$ cat config.mk
export PLATFORM = sky130hd
export DESIGN_NAME = opc5ls_busctl_flat
export DESIGN_NICKNAME = d
export VERILOG_FILES = /design/src/rtl/opc5ls_busctl_if.sv /design/src/rtl/opc5ls_busctl.sv /design/src/flat_wrapper.sv
export SDC_FILE = /design/constraint.sdc
export NUM_CORES = 1
export LEC_CHECK = 0
export ABC_AREA = 0
export CAP_MARGIN = 20
export CELL_PAD_IN_SITES_DETAIL_PLACEMENT = 1
export CELL_PAD_IN_SITES_GLOBAL_PLACEMENT = 1
export CORE_MARGIN = 3
export CORE_UTILIZATION = 21
export DETAILED_ROUTE_END_ITERATION = 8
export PLACE_DENSITY = 0.77
export SYNTH_ARGS = -nofsm -noshare
export SYNTH_HDL_FRONTEND = slang
export SYNTH_SLANG_ARGS = --single-unit
$ cat constraint.sdc
create_clock -name clk -period 1.8 [get_ports clk]
set_clock_uncertainty 0.15 [all_clocks]
set_input_delay 0.36 -clock clk [delete_from_list [all_inputs] [get_ports clk]]
set_output_delay 0.36 -clock clk [all_outputs]
set_load 0.05 [all_outputs]
$ cat src/rtl/opc5ls_busctl_if.sv
// Bus bundle between the opc5ls bus controller and its CPU, SRAM and I/O page.
// master is the controller side; slave is the environment (CPU, SRAM, I/O device).
interface opc5ls_busctl_if;
  logic [15:0] address;
  logic [15:0] dout;
  logic        rnw;
  logic        vpa;
  logic        vda;
  logic [15:0] din;
  logic        clken;
  logic [15:0] mem_addr;
  logic [15:0] mem_wdata;
  logic [15:0] mem_rdata;
  logic        mem_ce_b;
  logic        mem_oe_b;
  logic        mem_we_b;
  logic        io_req;
  logic        io_rnw;
  logic [7:0]  io_addr;
  logic [15:0] io_wdata;
  logic [15:0] io_rdata;
  logic        io_ack;
  logic        bus_err;

  modport master (
    input  address, dout, rnw, vpa, vda, mem_rdata, io_rdata, io_ack,
    output din, clken, mem_addr, mem_wdata, mem_ce_b, mem_oe_b, mem_we_b,
           io_req, io_rnw, io_addr, io_wdata, bus_err
  );

  modport slave (
    output address, dout, rnw, vpa, vda, mem_rdata, io_rdata, io_ack,
    input  din, clken, mem_addr, mem_wdata, mem_ce_b, mem_oe_b, mem_we_b,
           io_req, io_rnw, io_addr, io_wdata, bus_err
  );
endinterface

$ cat src/rtl/opc5ls_busctl.sv
// opc5ls bus controller: routes each CPU cycle to wait-stated SRAM or a req/ack I/O
// page with timeout, stalling the CPU through clken until the access completes.
module opc5ls_busctl #(
  parameter int unsigned MEM_WS     = 1,
  parameter logic [7:0]  IO_PAGE    = 8'hFE,
  parameter int unsigned IO_TIMEOUT = 15,
  parameter int unsigned CNT_W      = 4
) (
  input logic             clk,
  input logic             reset_b,
  opc5ls_busctl_if.master bus
);

  typedef enum logic [1:0] {
    IDLE   = 2'd0,
    MEM    = 2'd1,
    IO_REQ = 2'd2,
    DONE   = 2'd3
  } state_t;

  localparam logic [CNT_W-1:0] MEM_WS_C = CNT_W'(MEM_WS);
  localparam logic [CNT_W-1:0] IO_TO_C  = CNT_W'(IO_TIMEOUT);
  localparam logic [CNT_W-1:0] CNT_ONE  = CNT_W'(1);

  state_t           state, state_nxt;
  logic [CNT_W-1:0] cnt, cnt_nxt;
  logic [15:0]      din_q, din_nxt;
  logic             bus_err_q, bus_err_nxt;
  logic             req;
  logic             isio;
  logic             cnt_zero;

  assign req      = bus.vpa | bus.vda;
  assign isio     = req && (bus.address[15:8] == IO_PAGE);
  assign cnt_zero = (cnt == '0);

  always_ff @(posedge clk or negedge reset_b) begin
    if (!reset_b) begin
      state     <= IDLE;
      cnt       <= '0;
      din_q     <= '0;
      bus_err_q <= 1'b0;
    end else begin
      state     <= state_nxt;
      cnt       <= cnt_nxt;
      din_q     <= din_nxt;
      bus_err_q <= bus_err_nxt;
    end
  end

  // One counter serves both SRAM wait states and the I/O timeout; reaching zero always exits.
  always_comb begin
    state_nxt   = state;
    cnt_nxt     = cnt;
    din_nxt     = din_q;
    bus_err_nxt = 1'b0;
    case (state)
      IDLE: begin
        if (req) begin
          if (isio) begin
            state_nxt = IO_REQ;
            cnt_nxt   = IO_TO_C;
          end else begin
            state_nxt = MEM;
            cnt_nxt   = MEM_WS_C;
          end
        end
      end
      MEM: begin
        if (cnt_zero) begin
          if (bus.rnw) din_nxt = bus.mem_rdata;
          state_nxt = DONE;
        end else begin
          cnt_nxt = cnt - CNT_ONE;
        end
      end
      IO_REQ: begin
        if (bus.io_ack) begin
          if (bus.rnw) din_nxt = bus.io_rdata;
          state_nxt = DONE;
        end else if (cnt_zero) begin
          if (bus.rnw) din_nxt = 16'hFFFF;
          bus_err_nxt = 1'b1;
          state_nxt   = DONE;
        end else begin
          cnt_nxt = cnt - CNT_ONE;
        end
      end
      DONE:    state_nxt = IDLE;
      default: state_nxt = IDLE;
    endcase
  end

  // clken is forced high during reset so the CPU reset synchroniser can advance.
  always_comb begin
    bus.clken    = 1'b1;
    bus.mem_ce_b = 1'b1;
    bus.mem_oe_b = 1'b1;
    bus.mem_we_b = 1'b1;
    bus.io_req   = 1'b0;
    case (state)
      IDLE:   bus.clken = !req || !reset_b;
      MEM: begin
        bus.clken    = 1'b0;
        bus.mem_ce_b = 1'b0;
        bus.mem_oe_b = !bus.rnw;
        bus.mem_we_b = bus.rnw;
      end
      IO_REQ: begin
        bus.clken  = 1'b0;
        bus.io_req = 1'b1;
      end
      default: bus.clken = 1'b1;
    endcase
  end

  assign bus.din       = din_q;
  assign bus.bus_err   = bus_err_q;
  assign bus.mem_addr  = bus.address;
  assign bus.mem_wdata = bus.dout;
  assign bus.io_rnw    = bus.rnw;
  assign bus.io_addr   = bus.address[7:0];
  assign bus.io_wdata  = bus.dout;

endmodule
$ cat src/flat_wrapper.sv
// flat-port wrapper written by rule: the top's interface ports become plain ports
module opc5ls_busctl_flat 
#(
  parameter int unsigned MEM_WS     = 1,
  parameter logic [7:0]  IO_PAGE    = 8'hFE,
  parameter int unsigned IO_TIMEOUT = 15,
  parameter int unsigned CNT_W      = 4
)
  (clk, reset_b, bus_address, bus_dout, bus_rnw, bus_vpa, bus_vda, bus_mem_rdata, bus_io_rdata, bus_io_ack, bus_din, bus_clken, bus_mem_addr, bus_mem_wdata, bus_mem_ce_b, bus_mem_oe_b, bus_mem_we_b, bus_io_req, bus_io_rnw, bus_io_addr, bus_io_wdata, bus_bus_err);
  opc5ls_busctl_if bus_i ();
  input logic clk;
  input logic reset_b;
  input wire logic [$bits(bus_i.address)-1:0] bus_address;
  input wire logic [$bits(bus_i.dout)-1:0] bus_dout;
  input wire logic [$bits(bus_i.rnw)-1:0] bus_rnw;
  input wire logic [$bits(bus_i.vpa)-1:0] bus_vpa;
  input wire logic [$bits(bus_i.vda)-1:0] bus_vda;
  input wire logic [$bits(bus_i.mem_rdata)-1:0] bus_mem_rdata;
  input wire logic [$bits(bus_i.io_rdata)-1:0] bus_io_rdata;
  input wire logic [$bits(bus_i.io_ack)-1:0] bus_io_ack;
  output wire logic [$bits(bus_i.din)-1:0] bus_din;
  output wire logic [$bits(bus_i.clken)-1:0] bus_clken;
  output wire logic [$bits(bus_i.mem_addr)-1:0] bus_mem_addr;
  output wire logic [$bits(bus_i.mem_wdata)-1:0] bus_mem_wdata;
  output wire logic [$bits(bus_i.mem_ce_b)-1:0] bus_mem_ce_b;
  output wire logic [$bits(bus_i.mem_oe_b)-1:0] bus_mem_oe_b;
  output wire logic [$bits(bus_i.mem_we_b)-1:0] bus_mem_we_b;
  output wire logic [$bits(bus_i.io_req)-1:0] bus_io_req;
  output wire logic [$bits(bus_i.io_rnw)-1:0] bus_io_rnw;
  output wire logic [$bits(bus_i.io_addr)-1:0] bus_io_addr;
  output wire logic [$bits(bus_i.io_wdata)-1:0] bus_io_wdata;
  output wire logic [$bits(bus_i.bus_err)-1:0] bus_bus_err;
  assign bus_i.address = bus_address;
  assign bus_i.dout = bus_dout;
  assign bus_i.rnw = bus_rnw;
  assign bus_i.vpa = bus_vpa;
  assign bus_i.vda = bus_vda;
  assign bus_i.mem_rdata = bus_mem_rdata;
  assign bus_i.io_rdata = bus_io_rdata;
  assign bus_i.io_ack = bus_io_ack;
  assign bus_din = bus_i.din;
  assign bus_clken = bus_i.clken;
  assign bus_mem_addr = bus_i.mem_addr;
  assign bus_mem_wdata = bus_i.mem_wdata;
  assign bus_mem_ce_b = bus_i.mem_ce_b;
  assign bus_mem_oe_b = bus_i.mem_oe_b;
  assign bus_mem_we_b = bus_i.mem_we_b;
  assign bus_io_req = bus_i.io_req;
  assign bus_io_rnw = bus_i.io_rnw;
  assign bus_io_addr = bus_i.io_addr;
  assign bus_io_wdata = bus_i.io_wdata;
  assign bus_bus_err = bus_i.bus_err;
  opc5ls_busctl #(.MEM_WS(MEM_WS), .IO_PAGE(IO_PAGE), .IO_TIMEOUT(IO_TIMEOUT), .CNT_W(CNT_W)) u_core (.clk(clk), .reset_b(reset_b), .bus(bus_i));
endmodule
==> summary.md <==
| Metric | Value |
|---|---|
| Tcrit/Tclk final | `105%` |
| GRT Util Overall | `between 10% and 20%` |
| Post-DRT Antenna Nets | `0` |
| Area contributors post-synth | `dfrtp_1 (31%), buf_4 (23%), mux2i_1 (8.0%)` |
| Skew-Pair Late Insertion Delay | `roughly 0.27 ns` |
| DIE AREA | `10,100 sq um` |
| Drt first pass iters | `3` |
| Simple-Gate Fraction of Synth Area | `roughly 12%` |
| Core ar. | `roughly 8500 sq um` |
| Wire length per cell | `about 16 microns` |
| Via count | `1,590` |
| Residual DRC count | `0` |
| Commonest non-fill, non-tap cell in the layout | `buf_4` |
| Worst VDD drop | `around 530 uV` |
| CTS max path bufs | `2` |
| Netlist cell types | `40` |
| Fill count | `roughly 950` |
| Minimum clock period | `roughly 1.9 ns` |
| Worst hold path type | `primary input to async pin` |
| Total inserted antenna cells | `0` |
| Boundary Pins | `~150` |
| Synth Warn # | `0` |
| Synth top area share | `30.6%` |
| Failing checks | `negative setup slack` |
| CP Data Required Time | `1.80 ns` |
| Root buf cell | `clkbuf_8` |
| GRT overflow | `0` |
| Total of max-cap violations | `0` |
| Inst Count DP | `approximately 340` |
| Worst-path fanout max | `5` |
| Final Setup Violations | `26` |
| Max Clock Freq | `530 MHz` |
| PwrDens | `1560 nW/um^2` |
| Post-Route WL | `roughly 5700 microns` |
| Final HPWL DP | `about 4300 microns` |
| Place WS | `-0.301 ns` |
| Syn Area/Cell | `9.55 sq um` |
| Outcome | `finished with violations` |
| Reg2reg start | `u_core.state[0]` |
| Sequential area share after synthesis | `a little over 30%` |
| Syn_nets | `around 270` |
| Initial antenna violation count | `0` |
| Pleak | `0.00133 uW` |
| Initial Utilization | `between 20% and 30%` |
| Actual slew at the worst max-slew pin | `around 0.49 ns` |
| First-pass GRT wire length | `between 8000 and 9000 microns` |
| Clk slew on worst S/H paths | `0.10 ns` |
| Netlist Area Pre-Place | `roughly 1900 sq um` |
| XOR/XNOR Fraction of Synth Area | `0%` |
| Number of clock sinks | `23` |
| Fraction of layout cells with a size suffix above 1 | `around 44%` |
| H-tree lvl count | `1` |
| Most frequent cells in the layout | `buf_4 (45), clkdlybuf4s50_1 (42), dfrtp_1 (23)` |
| Largest net degree at the start of global routing | `23` |
| Slew Viols, Final | `0` |
| Worst setup path category | `flop to flop` |
| Register bit total from synthesis | `23` |
| Main combinational cell family by area after synthesis | `buffers and inverters` |
| WP data arrival | `around 1.9 ns` |
| Placed Area | `~2700 sq um` |
| Area grow syn2layout | `60.1%` |
| Critical Path End Type | `flop` |
| Port Buffer Count | `76` |
| Final instance area | `between 3000 and 4000 sq um` |
| Reg-to-reg slack, setup | `-0.09 ns` |
| Worst setup margin | `-0.0870 ns` |
| Num CTS Buffers | `3` |
| Post-Synth Adder-Cell Area | `4.66%` |
| Vias per cell | `4.42` |
| CP Capture Point | `u_core.cnt[1]` |
| FF-to-FF path depth | `5` |
| Fin nets | `around 330` |
| Final hold vios | `0` |
| Std-Cell Rows | `33` |
| Synth Instances | `a little under 200` |
| Die Wd | `between 100 and 150 microns` |
| Vias in the first global route | `roughly 1.8k` |
| Non-filler cells, final | `360` |
| Critical path startpoint category | `flop` |
| Die height | `approximately 100 microns` |
| CP Launch Point | `u_core.state[0]` |
| Starting DRT DRC Count | `23` |
| Unrepaired setup endpoints after global routing | `true` |
| GP Congestion | `between 0.7 and 0.8` |
| Mux share of post-synthesis cell area | `a little under a tenth` |
| Synth Area in Compound Gates | `about 13%` |
| CTS tree | `built` |
| Slew headroom | `about two thirds` |
| Synth area leader | `dfrtp_1` |
| Worst R2R End | `u_core.cnt[1]` |
[layout make-up]
class	instances	area (sq um)	area share, %
Timing Repair Buffer	117	1250	41.5
Multi-Input combinational cell	88	918	30.5
Sequential cell	23	576	19.1
Tap cell	105	131	4.36
Inverter	23	88.8	2.95
Clock buffer	3	41.3	1.37
Clock inverter	1	5.00	0.166
[cell families (layout without fill, tap and decap cells)]
family                     Yosys count  after routing
and+or+nand+nor                     32             32
adders and majority gates            7              7
buffers and inverters               86            144
muxes                               17             17
AOI/OAI and AO/OA                   32             32
DFF                                 23             23
[worst max-delay path: stages, from the launching register on]
cell,delay [ns]
dfrtp_1,0.40
buf_4,0.16
ha_2,0.19
a21o_2,0.24
or2_4,0.29
a221o_1,0.34
[power by group]
part	leakage (uW)	internal (uW)	switching [uW]	total, uW
Combinational	0.00103	1550	1890	3440
Clock	0.0000255	155	180	334
Sequential	0.000270	759	166	925
[Yosys cell counts (all sizes together)]
library cell  count
a211o             1
a21o              1
a21oi             1
a221o             3
a221oi            2
a31oi             1
and4bb            1
buf              60
clkbuf            2
dfrtp            23
dlygate4sd1       1
ha                7
inv              23
mux2              2
mux2i            15
nand2             4
nand2b            1
nand3b            1
nand4             2
nand4b            2
nor2              4
nor2b             3
nor3              3
nor3b             2
nor4              3
nor4bb            1
o21ai             1
o21bai            1
o221a             1
o22ai            15
o31ai             1
o32ai             2
o41ai             2
or2               2
or3               2
or4bb             1
[through the flow]
stage / hold WS (ns) / total power (uW) / utilization, % / TNS [ns]
floorplan: -0.0856 / 3060 / - / -0.194
global placement: 0.344 / 3790 / 31.4 / -2.32
detailed placement: 0.364 / 3900 / 31.4 / -3.42
CTS: 0.228 / 4480 / 33.8 / -1.38
global route: 0.266 / 4980 / 35.6 / -2.71
finish: 0.247 / 4700 / 35.6 / -0.903
[registers in the layout (all words and copies together) (netlist names)]
name,count
u_core.state,2
u_core.cnt,4
u_core.bus.bus_err,1
u_core.bus.din,16
[layer usage]
layer  wire [microns]  track usage, %  vias up
li1                 -               -      746
met1             2220            12.2      755
met2             2810            18.2       63
met3              551            2.28       26
met4              140            4.15        0
met5                0               0        -
[what timing repair did]
item | 4_1_cts | 5_1_grt
cloned | 0 | 1
setup endpoints to repair | 21 | 27
resized for setup | 25 | 22
hold buffers | 1 | 0
endpoints found under the hold margin | 1 | 0
setup buffers | 10 | 1
pin swaps | 5 | 6
[worst min path at each step]
stage	end	slack, ns	cells past startpoint
after global placement	u_core.bus.din[14]	0.34	1
after detailed placement	u_core.bus.din[12]	0.36	2
final	u_core.bus.din[12]	0.25	2
after CTS	u_core.bus.din[12]	0.23	2
after global routing	u_core.bus.din[12]	0.27	2
after floorplan	u_core.bus.bus_err	-0.09	0
(Power assumes the default switching activity.)
